### config.mk
export PLATFORM = sky130hd
export DESIGN_NAME = prog_sequencer
export DESIGN_NICKNAME = d
export VERILOG_FILES = /design/src/rtl/prog_sequencer.sv
export SDC_FILE = /design/constraint.sdc
export NUM_CORES = 1
export LEC_CHECK = 0
export CORE_MARGIN = 1
export CORE_UTILIZATION = 46
export CTS_CLUSTER_SIZE = 14
export DETAILED_ROUTE_END_ITERATION = 10
export PLACE_DENSITY = 0.85
export SYNTH_ARGS = -nofsm -noshare
export SYNTH_HDL_FRONTEND = slang
export SYNTH_SLANG_ARGS = --single-unit
### constraint.sdc
create_clock -name i_Clk -period 1.7 [get_ports i_Clk]
set_clock_uncertainty 0.05 [all_clocks]
set_input_delay 0.34 -clock i_Clk [delete_from_list [all_inputs] [get_ports i_Clk]]
set_output_delay 0.34 -clock i_Clk [all_outputs]
set_load 0.01 [all_outputs]
### src/rtl/prog_sequencer.sv
// Run controller for the fetch-stage program counter: sequences the benchmark
// programs, loads each base address, and reports completion by halt or timeout.
module prog_sequencer #(
    parameter int          PC_W       = 11,
    parameter int          NUM_PROGS  = 3,
    parameter int          PROG0_BASE = 0,
    parameter int          PROG1_BASE = 256,
    parameter int          PROG2_BASE = 512,
    parameter logic [15:0] MAX_CYCLES = 16'd60000
) (
    input  logic            i_Clk,
    input  logic            i_Reset,
    input  logic            i_Start,
    input  logic            i_Halt,
    output logic            o_PcHold,
    output logic            o_PcLoad,
    output logic [PC_W-1:0] o_PcLoadAddr,
    output logic [1:0]      o_ProgIdx,
    output logic            o_Done,
    output logic            o_TimedOut,
    output logic [15:0]     o_CycleCount
);

    typedef enum logic [2:0] {
        IDLE,
        ARMED,
        LOAD,
        RUN,
        DONE
    } state_t;

    localparam logic [PC_W-1:0] BASE0    = PC_W'(PROG0_BASE);
    localparam logic [PC_W-1:0] BASE1    = PC_W'(PROG1_BASE);
    localparam logic [PC_W-1:0] BASE2    = PC_W'(PROG2_BASE);
    localparam logic [1:0]      LAST_IDX = 2'(NUM_PROGS - 1);

    state_t      r_State;
    state_t      w_NextState;
    logic [1:0]  r_ProgIdx;
    logic [15:0] r_CycleCount;
    logic        r_TimedOut;
    logic        w_Timeout;

    // The current RUN cycle is the last one allowed before forced completion.
    assign w_Timeout = (r_CycleCount == (MAX_CYCLES - 16'd1));

    always_ff @(posedge i_Clk) begin
        if (i_Reset) begin
            r_State <= IDLE;
        end else begin
            r_State <= w_NextState;
        end
    end

    always_comb begin
        w_NextState = r_State;
        case (r_State)
            IDLE:    if (i_Start) w_NextState = ARMED;
            ARMED:   if (!i_Start) w_NextState = LOAD;
            LOAD:    w_NextState = RUN;
            RUN: begin
                if (i_Halt || w_Timeout) begin
                    w_NextState = DONE;
                end else if (i_Start) begin
                    w_NextState = ARMED;
                end
            end
            DONE:    if (i_Start) w_NextState = ARMED;
            default: w_NextState = IDLE;
        endcase
    end

    // Halt has priority over the timeout, so TimedOut is only set without Halt.
    always_ff @(posedge i_Clk) begin
        if (i_Reset) begin
            r_ProgIdx    <= 2'd0;
            r_CycleCount <= 16'd0;
            r_TimedOut   <= 1'b0;
        end else begin
            case (r_State)
                ARMED: begin
                    if (!i_Start) begin
                        r_CycleCount <= 16'd0;
                        r_TimedOut   <= 1'b0;
                    end
                end
                RUN: begin
                    r_CycleCount <= r_CycleCount + 16'd1;
                    if (!i_Halt && w_Timeout) begin
                        r_TimedOut <= 1'b1;
                    end
                end
                DONE: begin
                    if (i_Start) begin
                        r_ProgIdx <= (r_ProgIdx == LAST_IDX) ? 2'd0 : r_ProgIdx + 2'd1;
                    end
                end
                default: ;
            endcase
        end
    end

    always_comb begin
        o_PcHold = 1'b0;
        o_PcLoad = 1'b0;
        o_Done   = 1'b0;
        case (r_State)
            IDLE:    o_PcHold = 1'b1;
            ARMED:   o_PcHold = 1'b1;
            LOAD:    o_PcLoad = 1'b1;
            RUN:     ;
            DONE: begin
                o_PcHold = 1'b1;
                o_Done   = 1'b1;
            end
            default: o_PcHold = 1'b1;
        endcase
    end

    always_comb begin
        case (r_ProgIdx)
            2'd1:    o_PcLoadAddr = BASE1;
            2'd2:    o_PcLoadAddr = BASE2;
            default: o_PcLoadAddr = BASE0;
        endcase
    end

    assign o_ProgIdx    = r_ProgIdx;
    assign o_TimedOut   = r_TimedOut;
    assign o_CycleCount = r_CycleCount;

endmodule

==> results.sh <==
export IMPL_antenna_found_initial=0
export IMPL_crit_required_ns=1.31
export IMPL_path_max_fanout=7
export IMPL_critical_path_class="flip-flop to primary output"
export IMPL_root_buffer="clkbuf_4"
export IMPL_final_common_cell="nor2_1"
export IMPL_avgViaCountPerCell=5.79
export IMPL_drt_total_wl_um=3050
export IMPL_hold_depth=1
export IMPL_multiInputGateArea_um2=706
export IMPL_grt_use_met1=0.294
export IMPL_path_cells="clkdlybuf4s50_1"
export IMPL_final_cell_mix="17 x nor2_1, 16 x buf_4, 13 x clkdlybuf4s50_1"
export IMPL_met3_usage=0.0690
export IMPL_dp_hpwl_um=2190
export IMPL_fp_dieW_um=53.5
export IMPL_max_cap_violations=0
export IMPL_ys_types=39
export IMPL_n_antenna_cell=0
export IMPL_fmax_mhz=608
export IMPL_fin_area_um2=1630
export IMPL_min_to="o_TimedOut$_SDFFE_PP0P_"
export IMPL_cts_buffer_depth=2
export IMPL_overflow=0
export IMPL_clk_transition_reported_paths_ns=0.12
export IMPL_slew_violations=0
export IMPL_busiest_layer="met2"
export IMPL_start_kind="flip-flop"
export IMPL_leakagePower_nw=0.689
export IMPL_clkSinkCount=22
export IMPL_ioPinCount=37
export IMPL_min_period_ns=1.64
export IMPL_slowest_delay_ns=0.54
export IMPL_crit_arrival_ns=1.25
export IMPL_final_core_util=0.653
export IMPL_n_fill_cell=206
export IMPL_first_pass_iters=4
export IMPL_cp_end_kind="primary output"
export IMPL_cts_made_buffers=3
export IMPL_grt_pass1_wl_um=4910
export IMPL_dieHeight_um=53.5
export IMPL_rrSetupSlack_ns=0.06
export IMPL_r2r_end="o_CycleCount[10]$_SDFFE_PP0P_"
export IMPL_grt_max_degree=13
export IMPL_dp_cells=208
export IMPL_r2r_start="r_State[0]$_SDFFE_PP0P_"
export IMPL_reg2reg_depth=5
export IMPL_place_ws_ns=-0.0224
export IMPL_peakVddDrop_mv=0.495
export IMPL_grt_util_met2=0.381
export IMPL_cp_slowest_cell="clkdlybuf4s50_1"
export IMPL_first_iter_violations=37
export IMPL_ys_seq_area_frac=0.361
export IMPL_setup_tns_final_ns=0
export IMPL_setup_viol=0
export IMPL_fin_nets=191
export IMPL_p_per_area_nw_per_um2=558
export IMPL_h_tree_depth=1
export IMPL_async_flop_share=0
export IMPL_track_usage=0.237
export IMPL_status="complete, no violations"
export IMPL_insertion_delay_ns=0.31
export IMPL_vias=1245
export IMPL_ys_ff_latch=22
export IMPL_first_global_vias=1139
export IMPL_crit_cells=1
export IMPL_placed_area_um2=1550
export IMPL_yosysWarnings=0
export IMPL_tritoncts="yes"
export IMPL_syn_area_um2=1220
export IMPL_timing_final_crit_share=0.967
export IMPL_startpoint="o_CycleCount[4]$_SDFFE_PP0P_"
export IMPL_netlist_instances=146
export IMPL_critical_path_top_delay_family="buffers and inverters"
export IMPL_drive_above_1_share=0.243
export IMPL_wire_per_inst_um=14.2
export IMPL_place_congestion=0.832
export IMPL_finalPower_mw=0.910
export IMPL_die_area_um2=2860
export IMPL_initial_utilization=0.487
export IMPL_synth_main_ff_cell="dfxtp_1"
export IMPL_post_route_drc_count=0
export IMPL_seqCellArea_um2=469
export IMPL_hold_ws_ns=0.441
export IMPL_fin_cells=215
export IMPL_min_path_type="flip-flop to flip-flop"
export IMPL_io_buffer_count=27
export IMPL_rows=18
export IMPL_area_delta_synth_final_pct=33.9
export IMPL_coreArea_um2=2500
export IMPL_synth_area_per_cell_um2=8.35
export IMPL_synth_edf_count=0
export IMPL_path_buf_inv=1
export IMPL_antenna_left=0
export IMPL_timing_final_ws_setup_ns=0.0561
export IMPL_hold_viol=0
export IMPL_hold_path_startpoint="o_TimedOut$_SDFFE_PP0P_"
metal layers:
| layer | up-vias | share of wire |
|---|---|---|
| li1 | 603 | - |
| met1 | 587 | 0.45 |
| met2 | 49 | 0.48 |
| met3 | 6 | 0.061 |
| met4 | 0 | 0.016 |
| met5 | - | 0 |
cells in the mapped netlist, types with 3 or more instances:
library cell / n / area (um2)
a21oi_1: 11 / 55.1
a311oi_1: 4 / 35.0
and3_1: 5 / 31.3
buf_2: 3 / 15.0
buf_4: 11 / 82.6
dfxtp_1: 22 / 440
mux2i_1: 4 / 40.0
nand2_1: 8 / 30.0
nand2b_1: 3 / 18.8
nand3_1: 5 / 25.0
nand3b_1: 5 / 37.5
nand4_1: 3 / 18.8
nand4b_1: 3 / 26.3
nor2_1: 18 / 67.6
o21ai_0: 7 / 35.0
or2_2: 3 / 18.8
layout make-up:
class | instances | share of cell area
well taps | 30 | 0.0230
flip-flops and latches | 22 | 0.288
multi-input cells | 116 | 0.433
clock buffers | 4 | 0.0222
repair buffers | 43 | 0.235
how the worst max path moves through the flow:
stage / to / slack (ns)
2_1_floorplan: r_State[1]$_SDFFE_PP0P_ / 0.11
3_3_place_gp: o_CycleCount[13]$_SDFFE_PP0P_ / 0.04
3_5_place_dp: o_CycleCount[13]$_SDFFE_PP0P_ / -0.02
4_1_cts: o_CycleCount[4] / 0.01
5_1_grt: o_CycleCount[9] / -0.004
6_report: o_CycleCount[4] / 0.06
cells by family (layout without fill, tap and decap cells):
group                      count (synthesis)  in the layout  share of synthesized area
AOI/OAI and AO/OA                         33             33                      0.175
buffers and inverters                     16             47                     0.0862
adders and majority gates                  1              1                     0.0103
muxes                                      4              4                     0.0329
DFF                                       22             22                      0.361
and+or+nand+nor                           69             69                      0.332
other                                      1              9                    0.00308
sequential cells by signal, summed over array words and instances, names as in the netlist:
name,count
o_ProgIdx,2
r_State,3
o_TimedOut,1
o_CycleCount,16
where the power goes:
| part | internal (mW) | switching (mW) |
|---|---|---|
| clock network | 0.131 | 0.159 |
| registers | 0.517 | 0.0102 |
| logic | 0.0372 | 0.0554 |
| total | 0.685 | 0.225 |
worst reg2reg max path: stages (launching register included):
cell and delay [ns]:
dfxtp_2 0.40, buf_4 0.15, nand3b_1 0.27, nor2_1 0.40, nand4b_1 0.14, a21oi_1 0.16
timing repair:
action | 4_1_cts | 5_1_grt
setup endpoints to repair | 19 | 9
setup buffers | 0 | 3
hold buffers | 0 | 0
resized for setup | 29 | 7
gates cloned | 0 | 0
Note: power is estimated with default switching activity, not from simulation.
